--- src/rtl/mc_control_ws.sv ---
// mc_control_ws: multi-cycle control FSM with memory wait states, timeout trap and
// a retired-instruction counter.
module mc_control_ws #(
    parameter int MEM_TIMEOUT = 15,
    parameter int CNT_W       = 4,
    parameter int RET_W       = 16
) (
    input  logic             CLK,
    input  logic             Reset,
    input  logic [6:0]       input_control,
    input  logic             mem_ready,
    output logic             output_control_Branch,
    output logic             output_control_IoD,
    output logic             output_control_IRWrite,
    output logic             output_control_Mem2Reg,
    output logic             output_control_MemR,
    output logic             output_control_MemW,
    output logic             output_control_PCWrite,
    output logic             output_control_RegWrite,
    output logic [1:0]       output_control_PCSrc,
    output logic [1:0]       output_control_ALUSrcA,
    output logic [1:0]       output_control_ALUSrcB,
    output logic [1:0]       output_control_BranchType,
    output logic [3:0]       output_control_ALUOp,
    output logic [3:0]       output_control_current_state,
    output logic             trap,
    output logic [1:0]       trap_cause,
    output logic [RET_W-1:0] retired
);
    typedef enum logic [3:0] {
        FETCH, DECODE, RTYPE, RITYPE, RTYPEEND, LW1, LW2, SW,
        JALR, BRANCH, BRANCH2, JAL, TRAP
    } state_t;

    state_t             state, next_state;
    logic [CNT_W-1:0]   wait_cnt, wait_cnt_next;
    logic [1:0]         cause_next;
    logic               mem_state, timeout, retire;
    logic [3:0]         funct, alu_f;
    logic [2:0]         opcode;

    assign funct  = input_control[6:3];
    assign opcode = input_control[2:0];
    assign alu_f  = (funct <= 4'd8) ? funct :
                    (funct == 4'd9 || funct == 4'd10) ? 4'b1001 :
                    (funct == 4'd12) ? 4'b1100 : 4'b1111;

    assign mem_state = state == FETCH || state == LW1 || state == SW;
    assign timeout   = MEM_TIMEOUT != 0 && !mem_ready && wait_cnt == CNT_W'(MEM_TIMEOUT);
    assign output_control_current_state = state;

    always_comb begin
        output_control_Branch     = 1'b0;
        output_control_IoD        = 1'b0;
        output_control_IRWrite    = 1'b0;
        output_control_Mem2Reg    = 1'b0;
        output_control_MemR       = 1'b0;
        output_control_MemW       = 1'b0;
        output_control_PCWrite    = 1'b0;
        output_control_RegWrite   = 1'b0;
        output_control_PCSrc      = 2'd0;
        output_control_ALUSrcA    = 2'd0;
        output_control_ALUSrcB    = 2'd0;
        output_control_BranchType = 2'd0;
        output_control_ALUOp      = 4'b1111;
        trap                      = 1'b0;
        next_state                = FETCH;
        case (state)
            FETCH: begin
                output_control_MemR    = 1'b1;
                output_control_ALUSrcB = 2'd1;
                output_control_ALUOp   = 4'b0000;
                output_control_IRWrite = mem_ready;
                output_control_PCWrite = mem_ready;
                next_state = mem_ready ? DECODE : timeout ? TRAP : FETCH;
            end
            DECODE: next_state = opcode == 3'd0 ? RTYPE :
                                 opcode == 3'd1 ? (funct == 4'b1011 ? JALR :
                                                   funct >= 4'b1100 ? BRANCH : RITYPE) :
                                 opcode == 3'd2 ? RITYPE :
                                 opcode == 3'd3 ? FETCH :
                                 opcode == 3'd4 ? JAL : TRAP;
            RTYPE: begin
                output_control_ALUOp   = alu_f;
                output_control_ALUSrcA = 2'd2;
                next_state = RTYPEEND;
            end
            RITYPE: begin
                output_control_ALUOp   = alu_f;
                output_control_ALUSrcA = 2'd2;
                output_control_ALUSrcB = 2'd2;
                next_state = funct == 4'b1001 ? LW1 : funct == 4'b1010 ? SW : RTYPEEND;
            end
            RTYPEEND: output_control_RegWrite = 1'b1;
            LW1: begin
                output_control_IoD  = 1'b1;
                output_control_MemR = 1'b1;
                next_state = mem_ready ? LW2 : timeout ? TRAP : LW1;
            end
            LW2: begin
                output_control_Mem2Reg  = 1'b1;
                output_control_RegWrite = 1'b1;
            end
            SW: begin
                output_control_IoD  = 1'b1;
                output_control_MemW = 1'b1;
                next_state = mem_ready ? FETCH : timeout ? TRAP : SW;
            end
            JALR: begin
                output_control_ALUOp    = 4'b0111;
                output_control_ALUSrcA  = 2'd3;
                output_control_ALUSrcB  = 2'd1;
                output_control_RegWrite = 1'b1;
            end
            BRANCH: begin
                output_control_ALUOp      = 4'b1001;
                output_control_ALUSrcB    = 2'd2;
                output_control_Branch     = 1'b1;
                output_control_BranchType = funct[1:0];
                next_state = BRANCH2;
            end
            BRANCH2: begin
                output_control_ALUOp      = 4'b0001;
                output_control_ALUSrcA    = 2'd2;
                output_control_Branch     = 1'b1;
                output_control_BranchType = funct[1:0];
                output_control_PCSrc      = 2'd1;
                output_control_PCWrite    = 1'b1;
            end
            JAL: begin
                output_control_ALUOp   = 4'b0111;
                output_control_ALUSrcA = 2'd3;
                output_control_ALUSrcB = 2'd1;
                output_control_PCWrite = 1'b1;
            end
            TRAP: begin
                output_control_PCSrc   = 2'd2;
                output_control_PCWrite = 1'b1;
                trap = 1'b1;
            end
            default: next_state = FETCH;
        endcase
    end

    // The counter only survives a cycle that stalls without leaving the memory state.
    assign wait_cnt_next = (mem_state && !mem_ready && next_state == state) ? wait_cnt + CNT_W'(1) : '0;
    assign cause_next = (next_state != TRAP || state == TRAP) ? trap_cause :
                        state == DECODE ? 2'd1 : state == FETCH ? 2'd2 : 2'd3;
    assign retire = state == RTYPEEND || state == LW2 || state == JALR || state == BRANCH2 ||
                    state == JAL || (state == SW && mem_ready) || (state == DECODE && opcode == 3'd3);

    always_ff @(posedge CLK or posedge Reset) begin
        if (Reset) begin
            state      <= FETCH;
            wait_cnt   <= '0;
            trap_cause <= 2'd0;
            retired    <= '0;
        end else begin
            state      <= next_state;
            wait_cnt   <= wait_cnt_next;
            trap_cause <= cause_next;
            retired    <= retired + RET_W'(retire);
        end
    end
endmodule

--- config.mk ---
export PLATFORM = sky130hd
export DESIGN_NAME = mc_control_ws
export DESIGN_NICKNAME = d
export VERILOG_FILES = /design/src/rtl/mc_control_ws.sv
export SDC_FILE = /design/constraint.sdc
export NUM_CORES = 1
export LEC_CHECK = 0
export ABC_AREA = 1
export CAP_MARGIN = 20
export CORE_ASPECT_RATIO = 0.9
export CORE_MARGIN = 2
export CORE_UTILIZATION = 35
export CTS_CLUSTER_SIZE = 25
export DETAILED_ROUTE_END_ITERATION = 7
export GPL_ROUTABILITY_DRIVEN = 0
export GPL_TIMING_DRIVEN = 0
export SLEW_MARGIN = 25
export SYNTH_ARGS = -nofsm -noshare
export SYNTH_HDL_FRONTEND = slang
export SYNTH_SLANG_ARGS = --single-unit
--- constraint.sdc ---
create_clock -name CLK -period 5 [get_ports CLK]
set_input_delay 0.75 -clock CLK [delete_from_list [all_inputs] [get_ports CLK]]
set_output_delay 0.75 -clock CLK [all_outputs]
set_load 0.01 [all_outputs]
# Word-level counts from Yosys, hierarchy flattened
# Cells that the tools add are included.
# totals
register_bits	26
in_bits	10
output_inout_bits	43
word_cells	95
# classes
add_sub_neg	2
order_cmp	2
n_eq_ne	23
n_mux	36
n_reduce_logical	28
# ops
operator	n
$mux 4	14
$eq 4x4->1 const B	10
$pmux 4 s7	1
$pmux 4 s5	1
$add 16x1->16	1
$eq 4x3->1 const B	4
$pmux 2 s2	3
$reduce_or 2->1	6
$reduce_or 3->1	4
$logic_or 1x1->1	10
$mux 2	5
$mux 1	9
$eq 4x2->1 const B	2
$eq 3x2->1 const B	2
$mux 3	2
$logic_and 1x1->1	5
$add 4x1->4 const B	1
$eq 4x1->1 const B	1
$eq 4x4->1	1
$ge 4x4->1 const B	1
$le 4x4->1 const B	1
$logic_not 4->1	1
$ne 4x4->1 const B	1
$eq 3x1->1 const B	1
4 further kinds	4

# Longest topological paths before layout
# logic_depth
ltp_word	10
depth_mapped	14
ltp_nobuf	14

# Worst setup path after synthesis
# Ideal clock, no wire load.
# synth_timing
path_type	input -> register
from	in input_control[1]
to	reg retired[14]
arrival_ns	2.239
t_required_ns	4.875
path_slack_ns	2.636
path_stages	12
n_path_buf	0
path_cell_list	inv_1 nor2_1 nand3_1 o2111ai_1 ha_1 ha_1 nand3_1 nor2_1 nand3_1 nor2_1 nand4_1 xnor2_1
# synth_between
elab_chain_len	4
# synth_rtl
element	line_no	text
from (decl)	10	input logic [6:0] input_control,
$eq 3x2->1	150	state == JAL || (state == SW && mem_ready) || (state == DECODE && opcode == 3'd3);
$logic_and 1x1->1	150	
$logic_or 1x1->1	150	
$add 16x1->16	162	retired <= retired + RET_W'(retire);
to (signal assigned)	162	
to (decl)	28	output logic [RET_W-1:0] retired
# No other way between the ends.
# A chain may end at the register's enable or synchronous reset.

# Worst setup path after layout
# layout_timing
from	in input_control[6]
to	out output_control_ALUOp[1]
# layout_between
elab_chain_len	5
# layout_rtl
element	line_no	text
$eq 4x4->1 (on tied branches)	46, 45	
$mux 2 or $logic_or 1x1->1 (tied branches)	46, 45	
$mux 3	45	(funct == 4'd9 || funct == 4'd10) ? 4'b1001 :
$mux 4 *	44	assign alu_f = (funct <= 4'd8) ? funct :
$pmux 4 s5 *	68	case (state)
to (decl)	24	output logic [3:0] output_control_ALUOp,
# Mark *: on every way between the ends. The rest lies on a longest branch, timed or not.

==> results by stage <==
Run status:
- The flow ran to the end, and the final reports show no timing, DRC or antenna violations.

Worst setup path:
- The number of buffer and inverter instances along the worst setup path is 3.
- The sort of element at the end of the critical path is an output port.
- The signal on the critical path passes through clkdlybuf4s50_1, inv_1, nor2_1, nand3_1, nand3_1, nand2_1, clkdlybuf4s50_1.
- The slowest stage of the critical path is the sky130_fd_sc_hd__clkdlybuf4s50_1 cell.
- The worst setup path is launched from an input port.
- In this design, the stage delay of the slowest critical-path cell is 0.53 ns.
- The timing startpoint of the critical path is input_control[6].
- The startpoint-to-endpoint class of the critical path is input port to output port.
- In this run the worst path has a maximum fanout of 4.
- STA puts the critical path data required time at 4.25 ns.
- The category of cells accounting for the largest share of critical-path delay is buffers and inverters.
- Data on the critical path arrives at its endpoint at 2.30 ns.
- The launch point of the worst reg-to-reg path is output_control_current_state[2].

Synth:
- In the synthesized netlist the dominant register cell turns out to be sky130_fd_sc_hd__dfrtp_1.
- The area share of the leading cell type in the synthesized netlist is 42.9%.
- Counting flops with a built-in enable in the synthesized netlist gives 0.
- The number of register bits inferred by synthesis is 26.
- The fraction of registers with async set or reset after synthesis is 100%.
- The post-synthesis cell type with the largest combined area is sky130_fd_sc_hd__dfrtp_1.
- The average instance in the mapped netlist occupies 7.82 um^2.
- The cell with the most instances after synthesis is sky130_fd_sc_hd__nand2_1.
- The Yosys warning count is 0.
- Counting every instance in the synthesized netlist gives 194.
- In the post-synthesis netlist, the biggest area contributors are sky130_fd_sc_hd__dfrtp_1 (43%), sky130_fd_sc_hd__nand2_1 (9.4%), sky130_fd_sc_hd__nand3_1 (7.3%).
- The share of the Yosys chip area taken by registers is 42.9%.
- The distinct cell type count of the synthesized netlist is 24.
- The mapped netlist covers 1520 um^2.
- The net count of the mapped netlist is 207.
- Ranked by instance count, the synthesized netlist is headed by sky130_fd_sc_hd__nand2_1 (38), sky130_fd_sc_hd__inv_1 (29), sky130_fd_sc_hd__dfrtp_1 (26).

Floorplanning:
- The horizontal die dimension is 73.4 um.
- The die covers 4880 um^2.
- Row generation in the floorplan step produced 22 rows.
- The placeable core region is 4130 um^2.
- Pin placement for this block handled 53 I/O pins.
- The starting density of the core is 36.8%.
- The die boundary height is 66.5 um.

Drt:
- After detailed routing, the average wire length per cell comes to 12.2 um.
- In this run the remaining antenna-violating nets after routing total 0.
- The total detailed-routing wirelength is 3630 um.
- In the routed design, unresolved DRC markers number 0.
- The detailed-routing iteration count for the pre-antenna-repair pass is 4.
- The detailed router finished its first iteration with 131 violations.
- The via-per-instance ratio is 4.82.
- Detailed routing inserted a total of 1435 vias.

Global routing:
- Global routing consumed, over all layers together, 16.4% of the routing resources.
- The global routing met3 resource utilization is 3.33%.
- The first global-routing pass estimated 6200 um of wire.
- For met1 alone, demand over resource in global routing was 23.8%.
- The initial antenna violation count is 0.
- The met2 layer usage reported by global route is 25.1%.
- The number of global-route vias before repair came to 1338.
- After global routing the overflow that remains totals 0.
- met2 is the most crowded layer.
- The largest net degree at the start of global routing is 27.

Cells and area:
- Of the cells placed in the final design, the portion with a size suffix greater than 1 is 6.80%.
- The area growth from synthesis to layout is 41.9%.
- 0 antenna diodes ended up in the layout.
- For this run, the post-layout net count is 264.

Clocking:
- The number of hold buffers added after cts is 0.
- Once the clock tree was built, the setup fixing pass inserted 0 buffers.
- The count of H-tree levels built during CTS is 1.
- The number of gates resized after CTS is 0.
- The clock root buffer is sky130_fd_sc_hd__clkbuf_8.
- TritonCTS built the clock tree.
- The clock latency of the later-clocked register in the worst-skew pair is 0.27 ns.
- The clock buffer count from CTS is 3.
- The maximum count of clock buffers along a single path is 2.
- The register clock-pin slew on the reported worst setup and hold paths is 0.09 ns.
- CTS saw 26 sinks.

Placement:
- The number of port buffers is 52.
- The total half-perimeter wirelength after legalization and detailed placement is 2960 um.

Flow run:
- The count of max-cap constraint violations is 0.

STA:
- The slew at the pin with the worst max-slew slack is 0.531 ns.
- The final hold violation count came to 0.
- The final number of max-transition violations is 0.
- Setup repair after global routing left no endpoint under its margin.
- Setup violations remaining at the end of the flow were counted as 0.
- Dividing the final minimum period by the clock period gives 61.1%.
- The accumulated negative setup slack is 0 ns.
- The headroom to the max-slew limit is 64.5%.
- The clock period could shrink to 3.05 ns.
- The post-route clock skew is 0.00186 ns.
- Based on the critical path, the design can be clocked at up to 328 MHz.

Power:
- The total power after layout is 1.07 mW.
- The power per cell area is 498 nW/um^2.
- For this design the static power due to leakage is 1.06 nW.
- The highest ir drop seen on vdd is 0.272 mV.

Hold path:
- The tightest min-delay check is of the register to register type.
- The start point of the worst hold path is wait_cnt[0].
[cell type report]
type	count	area (um^2)
clock buffer	4	55.1
multi-input combinational	137	751
fill	421	1980
inverter	31	116
sequential	26	651
timing repair buffer	52	520
tap	48	60.1
[logic make-up after synthesis]
| kind of cell | Yosys count | share of synthesized area (%) |
|---|---|---|
| buf+inv | 31 | 7.67 |
| simple gates | 102 | 31.7 |
| flops | 26 | 42.9 |
| compound gates | 16 | 6.02 |
| xor+xnor | 16 | 9.23 |
| fa+ha+maj | 3 | 2.47 |
[per-layer routing]
layer	up-vias	wire, um
met1	669	1780
met2	34	1650
met3	2	173
met5	-	0
met4	0	23
li1	730	-
[registers in the layout (all words and copies together) (netlist names)]
name                          flops
retired                          16
trap_cause                        2
wait_cnt                          4
output_control_current_state      4
[layout by cell type (no fill, tap or decap), types with 3 or more instances in the layout]
cell	count
sky130_fd_sc_hd__clkdlybuf4s50_1	52
sky130_fd_sc_hd__nand2_1	38
sky130_fd_sc_hd__inv_1	28
sky130_fd_sc_hd__dfrtp_1	26
sky130_fd_sc_hd__nor2_1	23
sky130_fd_sc_hd__nand3_1	22
sky130_fd_sc_hd__xnor2_1	9
sky130_fd_sc_hd__a21oi_1	7
sky130_fd_sc_hd__xor2_1	7
sky130_fd_sc_hd__o21ai_0	5
sky130_fd_sc_hd__nand4_1	4
sky130_fd_sc_hd__nand2_2	4
sky130_fd_sc_hd__clkbuf_8	4
sky130_fd_sc_hd__inv_2	3
sky130_fd_sc_hd__nor3_1	3
sky130_fd_sc_hd__o211ai_1	3
sky130_fd_sc_hd__ha_1	3
[final timing paths]
check	cells after the start	slack (ns)	endpoint
setup reg to reg	13	2.29	retired[14]
max in group asynchronous	2	3.82	retired[3]
min in group asynchronous	2	0.83	retired[8]
hold reg to reg	1	0.47	wait_cnt[0]
setup / recovery	7	1.95	output_control_ALUOp[1]
hold / removal	1	0.47	wait_cnt[0]
[worst register-to-register path: stages, from the launching register on]
cell	delay (ns)
sky130_fd_sc_hd__dfrtp_1	0.43
sky130_fd_sc_hd__inv_1	0.20
sky130_fd_sc_hd__nand2_1	0.19
sky130_fd_sc_hd__nor2_8	0.18
sky130_fd_sc_hd__nand3_1	0.10
sky130_fd_sc_hd__o2111ai_1	0.13
sky130_fd_sc_hd__ha_1	0.22
sky130_fd_sc_hd__ha_1	0.19
sky130_fd_sc_hd__nand3_1	0.12
sky130_fd_sc_hd__nor2_1	0.18
sky130_fd_sc_hd__nand3_1	0.15
sky130_fd_sc_hd__nor2_1	0.22
sky130_fd_sc_hd__nand4_1	0.14
sky130_fd_sc_hd__xnor2_1	0.15
[report_power, final]
group          total [mW]  internal [mW]  leakage, nW  switching, mW
registers           0.311          0.256        0.349         0.0545
logic               0.627          0.307        0.686          0.320
clock network       0.135         0.0705       0.0288         0.0647
[metrics by stage]
| step | cells | utilization [%] | setup WS [ns] | hold WS, ns | cell area, um^2 |
|---|---|---|---|---|---|
| after floorplan | 194 | - | 2.64 | 0.430 | 1520 |
| after global placement | 294 | 50.8 | 1.82 | 0.451 | 2100 |
| after detailed placement | 294 | 50.8 | 1.82 | 0.455 | 2100 |
| after CTS | 298 | 52.2 | 1.96 | 0.467 | 2150 |
| after global routing | 298 | 52.2 | 1.78 | 0.503 | 2150 |
| final | 298 | 52.2 | 1.95 | 0.467 | 2150 |
Note: power is estimated with default switching activity, not from simulation.
